### src/rtl/ook_tx_framer.sv
// ook_tx_framer: accepts bytes on a valid/ready stream and sends each one as an on-off-keyed frame.
// A frame is an alternating preamble, a start '1', 8 data bits LSB first and a stop '0'. A '1' bit bursts the carrier.
module ook_tx_framer #(
    parameter int CARRIER_HALF_PERIOD = 1000,
    parameter int BIT_PERIOD          = 20000,
    parameter int PREAMBLE_BITS       = 8
) (
    input  logic       clk,
    input  logic       rst,
    input  logic       axiiv,
    input  logic [7:0] axiid,
    output logic       axiir,
    output logic       tx_out,
    output logic       busy
);

    localparam int BCW = (BIT_PERIOD > 1) ? $clog2(BIT_PERIOD) : 1;
    localparam int PCW = (CARRIER_HALF_PERIOD > 1) ? $clog2(CARRIER_HALF_PERIOD) : 1;
    localparam int IW  = $clog2(((PREAMBLE_BITS > 8) ? PREAMBLE_BITS : 8) + 1);

    localparam logic [BCW-1:0] BIT_LAST  = BCW'(BIT_PERIOD - 1);
    localparam logic [PCW-1:0] PH_LAST   = PCW'(CARRIER_HALF_PERIOD - 1);
    localparam logic [IW-1:0]  PRE_LAST  = IW'(PREAMBLE_BITS - 1);
    localparam logic [IW-1:0]  DATA_LAST = IW'(7);

    typedef enum logic [2:0] {
        IDLE,
        PREAMBLE,
        START,
        DATA,
        STOP
    } state_t;

    state_t         state_q, state_d;
    logic [7:0]     bufData_q, bufData_d;
    logic           bufValid_q, bufValid_d;
    logic [7:0]     shift_q, shift_d;
    logic [BCW-1:0] bitCnt_q, bitCnt_d;
    logic [IW-1:0]  bitIdx_q, bitIdx_d;
    logic [PCW-1:0] phase_q, phase_d;
    logic           carrier_q, carrier_d;
    logic           axiir_q, axiir_d;
    logic           txOut_q, txOut_d;
    logic           busy_q, busy_d;

    logic accept;
    logic bitEnd;
    logic loadBuf;
    logic bitVal;

    always_comb begin
        state_d    = state_q;
        bufData_d  = bufData_q;
        bufValid_d = bufValid_q;
        shift_d    = shift_q;
        bitCnt_d   = bitCnt_q;
        bitIdx_d   = bitIdx_q;
        phase_d    = phase_q;
        carrier_d  = carrier_q;
        loadBuf    = 1'b0;
        bitVal     = 1'b0;

        accept = axiiv && axiir_q;
        bitEnd = (bitCnt_q == BIT_LAST);

        if (state_q == IDLE) begin
            bitCnt_d  = '0;
            bitIdx_d  = '0;
            phase_d   = '0;
            carrier_d = 1'b1;
            if (bufValid_q) begin
                loadBuf = 1'b1;
                state_d = PREAMBLE;
            end
        end else begin
            // Every bit period restarts the carrier at phase 0, high, so each '1' bit looks identical.
            if (bitEnd) begin
                bitCnt_d  = '0;
                phase_d   = '0;
                carrier_d = 1'b1;
            end else begin
                bitCnt_d = bitCnt_q + BCW'(1);
                if (phase_q == PH_LAST) begin
                    phase_d   = '0;
                    carrier_d = ~carrier_q;
                end else begin
                    phase_d = phase_q + PCW'(1);
                end
            end

            if (bitEnd) begin
                case (state_q)
                    PREAMBLE: begin
                        if (bitIdx_q == PRE_LAST) begin
                            state_d  = START;
                            bitIdx_d = '0;
                        end else begin
                            bitIdx_d = bitIdx_q + IW'(1);
                        end
                    end
                    START: begin
                        state_d  = DATA;
                        bitIdx_d = '0;
                    end
                    DATA: begin
                        shift_d = {1'b0, shift_q[7:1]};
                        if (bitIdx_q == DATA_LAST) begin
                            state_d  = STOP;
                            bitIdx_d = '0;
                        end else begin
                            bitIdx_d = bitIdx_q + IW'(1);
                        end
                    end
                    STOP: begin
                        // A byte already waiting is chained straight into a new start bit without preamble.
                        if (bufValid_q) begin
                            loadBuf = 1'b1;
                            state_d = START;
                        end else begin
                            state_d = IDLE;
                        end
                    end
                    default: state_d = IDLE;
                endcase
            end
        end

        if (loadBuf) begin
            shift_d    = bufData_q;
            bufValid_d = 1'b0;
        end
        if (accept) begin
            bufValid_d = 1'b1;
            bufData_d  = axiid;
        end

        case (state_q)
            PREAMBLE: bitVal = ~bitIdx_q[0];
            START:    bitVal = 1'b1;
            DATA:     bitVal = shift_q[0];
            default:  bitVal = 1'b0;
        endcase

        axiir_d = ~bufValid_d;
        txOut_d = bitVal & carrier_q;
        busy_d  = (state_d != IDLE);
    end

    always_ff @(posedge clk or posedge rst) begin
        if (rst) begin
            state_q    <= IDLE;
            bufData_q  <= '0;
            bufValid_q <= 1'b0;
            shift_q    <= '0;
            bitCnt_q   <= '0;
            bitIdx_q   <= '0;
            phase_q    <= '0;
            carrier_q  <= 1'b1;
            axiir_q    <= 1'b0;
            txOut_q    <= 1'b0;
            busy_q     <= 1'b0;
        end else begin
            state_q    <= state_d;
            bufData_q  <= bufData_d;
            bufValid_q <= bufValid_d;
            shift_q    <= shift_d;
            bitCnt_q   <= bitCnt_d;
            bitIdx_q   <= bitIdx_d;
            phase_q    <= phase_d;
            carrier_q  <= carrier_d;
            axiir_q    <= axiir_d;
            txOut_q    <= txOut_d;
            busy_q     <= busy_d;
        end
    end

    assign axiir  = axiir_q;
    assign tx_out = txOut_q;
    assign busy   = busy_q;

endmodule
### config.mk
export PLATFORM = sky130hd
export DESIGN_NAME = ook_tx_framer
export DESIGN_NICKNAME = d
export VERILOG_FILES = /design/src/rtl/ook_tx_framer.sv
export SDC_FILE = /design/constraint.sdc
export NUM_CORES = 1
export LEC_CHECK = 0
export BUFFER_PORTS_ARGS = -buffer_cell sky130_fd_sc_hd__buf_2
export CAP_MARGIN = 20
export CORE_MARGIN = 2
export CORE_UTILIZATION = 50
export DETAILED_ROUTE_END_ITERATION = 10
export GPL_ROUTABILITY_DRIVEN = 1
export HOLD_SLACK_MARGIN = 0.06
export PLACE_DENSITY = 0.71
export SLEW_MARGIN = 5
export SYNTH_ARGS = -nofsm -noshare
export SYNTH_HDL_FRONTEND = slang
export SYNTH_SLANG_ARGS = --single-unit
### constraint.sdc
create_clock -name clk -period 1.8 [get_ports clk]
set_input_delay 0.36 -clock clk [delete_from_list [all_inputs] [get_ports clk]]
set_output_delay 0.36 -clock clk [all_outputs]
set_load 0.01 [all_outputs]
Word level (Yosys, flattened, before mapping)
Cells that the tools add are included.
- register bits after elaboration: 53
- bits of input ports: 11
- output and inout bits: 3
- word-level logic and storage cells: 67
- add/subtract/negate cells: 3
- equality and inequality tests: 8
- multiplexer cells: 30
- bitwise logic cells: 4
- reductions and logical operators: 11
- operators by type and width (kind ; number):
    8-bit 2-to-1 mux ; 4
    10-bit 2-to-1 mux ; 3
    15-bit 2-to-1 mux ; 2
    15-bit by 1-bit adder with 15-bit output, second input constant ; 1
    15-bit == test, second input constant ; 1
    3-bit 2-to-1 mux ; 5
    4-bit 2-to-1 mux ; 3
    3-bit case mux with 4 select lines ; 1
    10-bit by 1-bit adder with 10-bit output, second input constant ; 1
    10-bit == test, second input constant ; 1
    1-bit 2-to-1 mux ; 9
    3-bit nonzero test ; 3
    4-bit case mux with 2 select lines ; 1
    3-bit by 2-bit == test with 1-bit output, second input constant ; 2
    2-bit nonzero test ; 3
    4-bit by 1-bit adder with 4-bit output, second input constant ; 1
    4-bit by 3-bit == test with 1-bit output, second input constant ; 1
    3-bit by 1-bit == test with 1-bit output, second input constant ; 1
    3-bit == test, second input constant ; 1
    3-bit logical NOT ; 1
    1-bit NOT ; 3
    1-bit case mux with 3 select lines ; 1
    3-bit AND reduction ; 1
    2-bit 2-to-1 mux ; 1
    other kinds (5) ; 5

Longest topological paths before layout
- word-level depth: 7
- gate-level depth with buffers: 8
- gate-level depth less buffers: 5

Worst setup path before layout
No wires, ideal clock.
- path kind: register to register
- from: register bitCnt_q[0]
- to: register bitCnt_q[11]
- library setup time: 0.104 ns
- arrival time: 1.775 ns
- required time: 1.696 ns
- setup slack: -0.078 ns
- cell stages (with the launch flop): 8
- path buffers: 2
- period minus slack after synthesis: 1.878 ns
- cells stage by stage: dfrtp_1 > ha_1 > and4_4 > buf_6 > and4_4 > buf_6 > or4_1 > o311ai_1
- longest elaborated chain between the ends: 3
- elaborated cells on any way between the ends: 4
- those cells by class: add/sub: 1; eq/ne: 1; mux: 2
- ends and longest elaborated chain (what ; line ; text):
    start: declaration ; 38 ; logic [BCW-1:0] bitCnt_q, bitCnt_d;
    start signal: assignment ; 167 ; bitCnt_q <= bitCnt_d;
    15-bit by 1-bit adder with 15-bit output or 15-bit == test (tied branches) ; 82, 64 ;
    15-bit 2-to-1 mux * ; 77 ; if (bitEnd) begin
    15-bit 2-to-1 mux * ; 66 ; if (state_q == IDLE) begin
    via bitCnt_d[11] ; 38 ;
The timed path passes the listed nets; every way through them passes the cells marked *.
A chain may end at the register's enable or synchronous reset.

Worst setup path in the final report
- from: register bitCnt_q[5]
- to: register shift_q[0]
- longest elaborated chain between the ends: 5
- elaborated cells on any way between the ends: 8
- those cells by class: eq/ne: 2; mux: 3; reduce/logical: 3
- ends and longest elaborated chain (what ; line ; text):
    15-bit == test * ; 64 ; bitEnd = (bitCnt_q == BIT_LAST);
    1-bit 2-to-1 mux ; 91 ; if (bitEnd) begin
    1-bit 2-to-1 mux ; 66 ;
    2-bit != test (no line) or 2-bit nonzero test (tied branches) ; - ;
    3-bit AND reduction (no line) ; - ;
    end signal: assignment ; 166 ; shift_q <= shift_d;
    end: declaration ; 37 ; logic [7:0] shift_q, shift_d;
Mark *: on every way between the ends. The rest lies on a longest branch, timed or not.

==> flow_metrics.py <==
metrics = {
    "layout": {
        "n_antenna_cell": 0,
        "n_fill_cell": 401,
        "design_area_mm2": 0.00298,
        "seq_area_mm2": 0.00133,
        "area_growth_syn_to_layout_pct": 17.0,
        "nets": 289,
        "drive_above_1_share_pct": 25.4,
        "multi_input_area_mm2": 0.00112,
    },
    "placement": {
        "gp_congestion": 0.799,
        "port_buffers": 13,
        "place_ws_ns": 0.0128,
        "place_area_mm2": 0.00283,
        "dp_hpwl_um": 3290,
    },
    "power_and_ir_drop": {
        "ir_worst_vdd_mv": 0.515,
        "p_total_uw": 2380,
        "power.internal_uw": 1890,
        "p_clk_share_pct": 40.4,
        "p_leak_uw": 0.00135,
        "switching_share_pct": 20.6,
        "pwr-share-comb_pct": 5.0,
        "power_switching_uw": 490,
        "power_density_mw_per_mm2": 798,
        "p_seq_share_pct": 54.6,
    },
    "detailed_routing": {
        "ant_nets": 0,
        "drt-total-wl_um": 4710,
        "drc_errors": 0,
        "drtIter0Drc": 183,
        "via_per_inst": 5.43,
        "via_count": 1861,
        "drt_pass1_iterations": 4,
        "post_drt_wl_per_cell_um": 13.7,
    },
    "critical_path": {
        "rr_endpoint": "shift_q[0]$_DFFE_PP0P_",
        "ff2ff_path_depth": 5,
        "cp-startpoint": "bitCnt_q[5]$_DFF_PP0_",
        "path_class": "reg -> reg",
        "arrival_ns": 1.92,
        "path_cells": "nor4_2 > nand4_1 > buf_4 > a21o_1 > o221a_2",
        "crit_required_ns": 2.00,
        "cp-endpoint": "shift_q[0]$_DFFE_PP0P_",
        "slowest_stage": "dfrtp_1",
        "rrSetupSlack_ns": 0.09,
        "critPathMaxFanout": 8,
        "startpoint_type": "register",
        "end_kind": "register",
        "critPathMaxStageDelay_ns": 0.41,
        "r2r-start": "bitCnt_q[5]$_DFF_PP0_",
    },
    "floorplanning": {
        "core-area_mm2": 0.00482,
        "dieHeight_um": 75.3,
        "die_area_mm2": 0.00568,
        "initial_core_util_pct": 52.8,
        "std_cell_rows": 25,
        "ios": 14,
        "die_w_um": 75.3,
    },
    "clocking": {
        "clk_path_buf_depth": 2,
        "clock-sinks": 53,
        "htree_levels": 2,
        "holdBufCountCts": 0,
        "clk_pin_slew_worst_paths_ns": 0.10,
        "cts_made_buffers": 5,
        "cts_tree": "yes",
        "clk_latency_ns": 0.31,
        "root_buffer": "clkbuf_8",
    },
    "sta": {
        "tightestPinTransition_ns": 0.510,
        "hold_viol_final": 0,
        "max-slew-margin-rel_pct": 65.7,
        "finalMaxSlewViolations": 0,
        "whs_ns": 0.0838,
        "setup_viol_count_final": 0,
        "max_freq_ghz": 0.585,
        "period_minus_slack_ns": 1.71,
        "rsz0062_at_grt": "false",
        "setup-tns-final_ns": 0,
        "timing.clock.skew_ns": 0.00577,
        "min_period_over_period_pct": 95.0,
        "worst_slack_ns": 0.0892,
    },
    "grt": {
        "grt_pass1_wl_um": 7850,
        "grt_pass1_vias": 1722,
        "grt-ovfl-total": 0,
        "antenna_found_initial": 0,
        "grt_usage_pct": 18.3,
        "grt_max_degree": 54,
    },
    "yosys": {
        "synth.ff_latch_count": 53,
        "synth_edf_count": 0,
        "yosys-top-cells-count": "dfrtp_1 (52), nor2_1 (29), inv_1 (12)",
        "synthFlopType": "dfrtp_1",
        "synth.distinct_cells": 46,
        "synthTopCellsByArea": "dfrtp_1 (51%), nor2_1 (4.3%), mux2_2 (4.0%), xor2_1 (3.8%), xnor2_1 (3.4%)",
        "yosysSeqAreaShare_pct": 52.2,
        "synth_cells": 241,
        "ys_warn_count": 0,
        "syn_area_mm2": 0.00254,
        "avgSynthCellArea_um2": 10.6,
        "ys_async_sr_fraction_pct": 100,
        "synth_nets": 255,
        "netlist.area_leader.share_pct": 51.1,
        "synth_top_area_cell": "dfrtp_1",
        "synth_most_common_cell": "dfrtp_1",
    },
    "flow_run": {
        "maxCapViolations": 0,
    },
    "worst_hold_path": {
        "hp-class": "in -> async",
    },
    "outcome": {
        "outcome": "complete, no violations",
    },
}
[critical path, delay by kind of cell (launching register included)]
kind / cells / cell delay, ns
buffers and inverters: 1 / 0.18
AOI/OAI and AO/OA: 2 / 0.58
and+or+nand+nor: 2 / 0.44
DFF: 1 / 0.41
[sequential cells by signal, indices dropped and copies added (netlist names)]
name        cells
axiir           1
bitCnt_q       15
bitIdx_q        4
bufData_q       8
bufValid_q      1
busy            1
carrier_q       1
phase_q        10
shift_q         8
state_q         3
tx_out          1
[power groups by stage]
| stage | logic [uW] | clock network [uW] | registers (uW) |
|---|---|---|---|
| 2_1_floorplan | 90.7 | 0 | 1310 |
| 3_3_place_gp | 120 | 0 | 1320 |
| 3_5_place_dp | 123 | 0 | 1320 |
| 4_1_cts | 123 | 984 | 1300 |
| 5_1_grt | 130 | 1030 | 1310 |
| 6_report | 119 | 960 | 1300 |
[cells by family after synthesis]
logic type / share of synthesized area, %
and+or+nand+nor: 20.6
DFF: 52.2
AOI/OAI and AO/OA: 9.59
buffers and inverters: 4.18
xor gates and xnor gates: 7.23
muxes: 4.77
adders and majority gates: 1.48
[through the flow]
| step | instances | utilization [%] |
|---|---|---|
| after floorplan | 241 | - |
| after global placement | 334 | 58.7 |
| after detailed placement | 334 | 58.7 |
| after CTS | 343 | 61.7 |
| after global routing | 343 | 61.8 |
| final | 343 | 61.8 |
[per-layer routing]
metal / up-vias / routed length (um) / track usage (%)
li1: 917 / - / -
met1: 901 / 2290 / 25.3
met2: 35 / 2200 / 28.3
met3: 8 / 126 / 4.23
met4: 0 / 89 / 7.02
met5: - / 0 / 0
[worst min-delay path by stage]
stage / from / end / slack [ns] / cells after the start
final: rst / shift_q[3]$_DFFE_PP0P_ / 0.08 / 3
after global routing: rst / bufData_q[5]$_DFFE_PP0P_ / 0.09 / 3
after CTS: rst / bufData_q[5]$_DFFE_PP0P_ / 0.09 / 3
after detailed placement: rst / bufData_q[5]$_DFFE_PP0P_ / 0.43 / 3
after global placement: rst / bufData_q[5]$_DFFE_PP0P_ / 0.43 / 3
after floorplan: phase_q[0]$_DFF_PP0_ / phase_q[0]$_DFF_PP0_ / 0.43 / 1
[cell type report]
class | count | area share [%]
Clock inverter | 3 | 2.31
Timing Repair Buffer | 38 | 8.91
Inverter | 12 | 1.51
Multi-Input combinational cell | 165 | 37.6
Clock buffer | 5 | 2.31
Sequential cell | 53 | 44.6
Tap cell | 67 | 2.82
[layout by cell type (no fill, tap or decap), types with 2 or more instances in the layout]
| cell | count |
|---|---|
| a31oi_1 | 2 |
| a21oi_1 | 3 |
| nand3b_1 | 2 |
| nand4_1 | 9 |
| buf_4 | 24 |
| o21ai_0 | 9 |
| inv_1 | 11 |
| nand2_1 | 11 |
| ha_1 | 2 |
| nand3_1 | 10 |
| xnor2_1 | 10 |
| nor3_1 | 11 |
| buf_2 | 13 |
| nor4_1 | 2 |
| mux2i_1 | 2 |
| o221a_2 | 6 |
| mux2_2 | 9 |
| and4_4 | 2 |
| xor2_1 | 11 |
| bufinv_16 | 2 |
| or3_1 | 9 |
| and4_1 | 2 |
| o31ai_1 | 2 |
| nor2_1 | 29 |
| or4_1 | 2 |
| dfrtp_1 | 52 |
| clkbuf_8 | 5 |
[timing repair]
| action | 4_1_cts | 5_1_grt |
|---|---|---|
| resized for setup | 0 | 1 |
| setup endpoints to repair | 6 | 6 |
| endpoints found under the hold margin | 0 | 0 |
| pin swaps | 1 | 0 |
| buffers inserted | 1 | 0 |
Note: power is estimated with default switching activity, not from simulation.
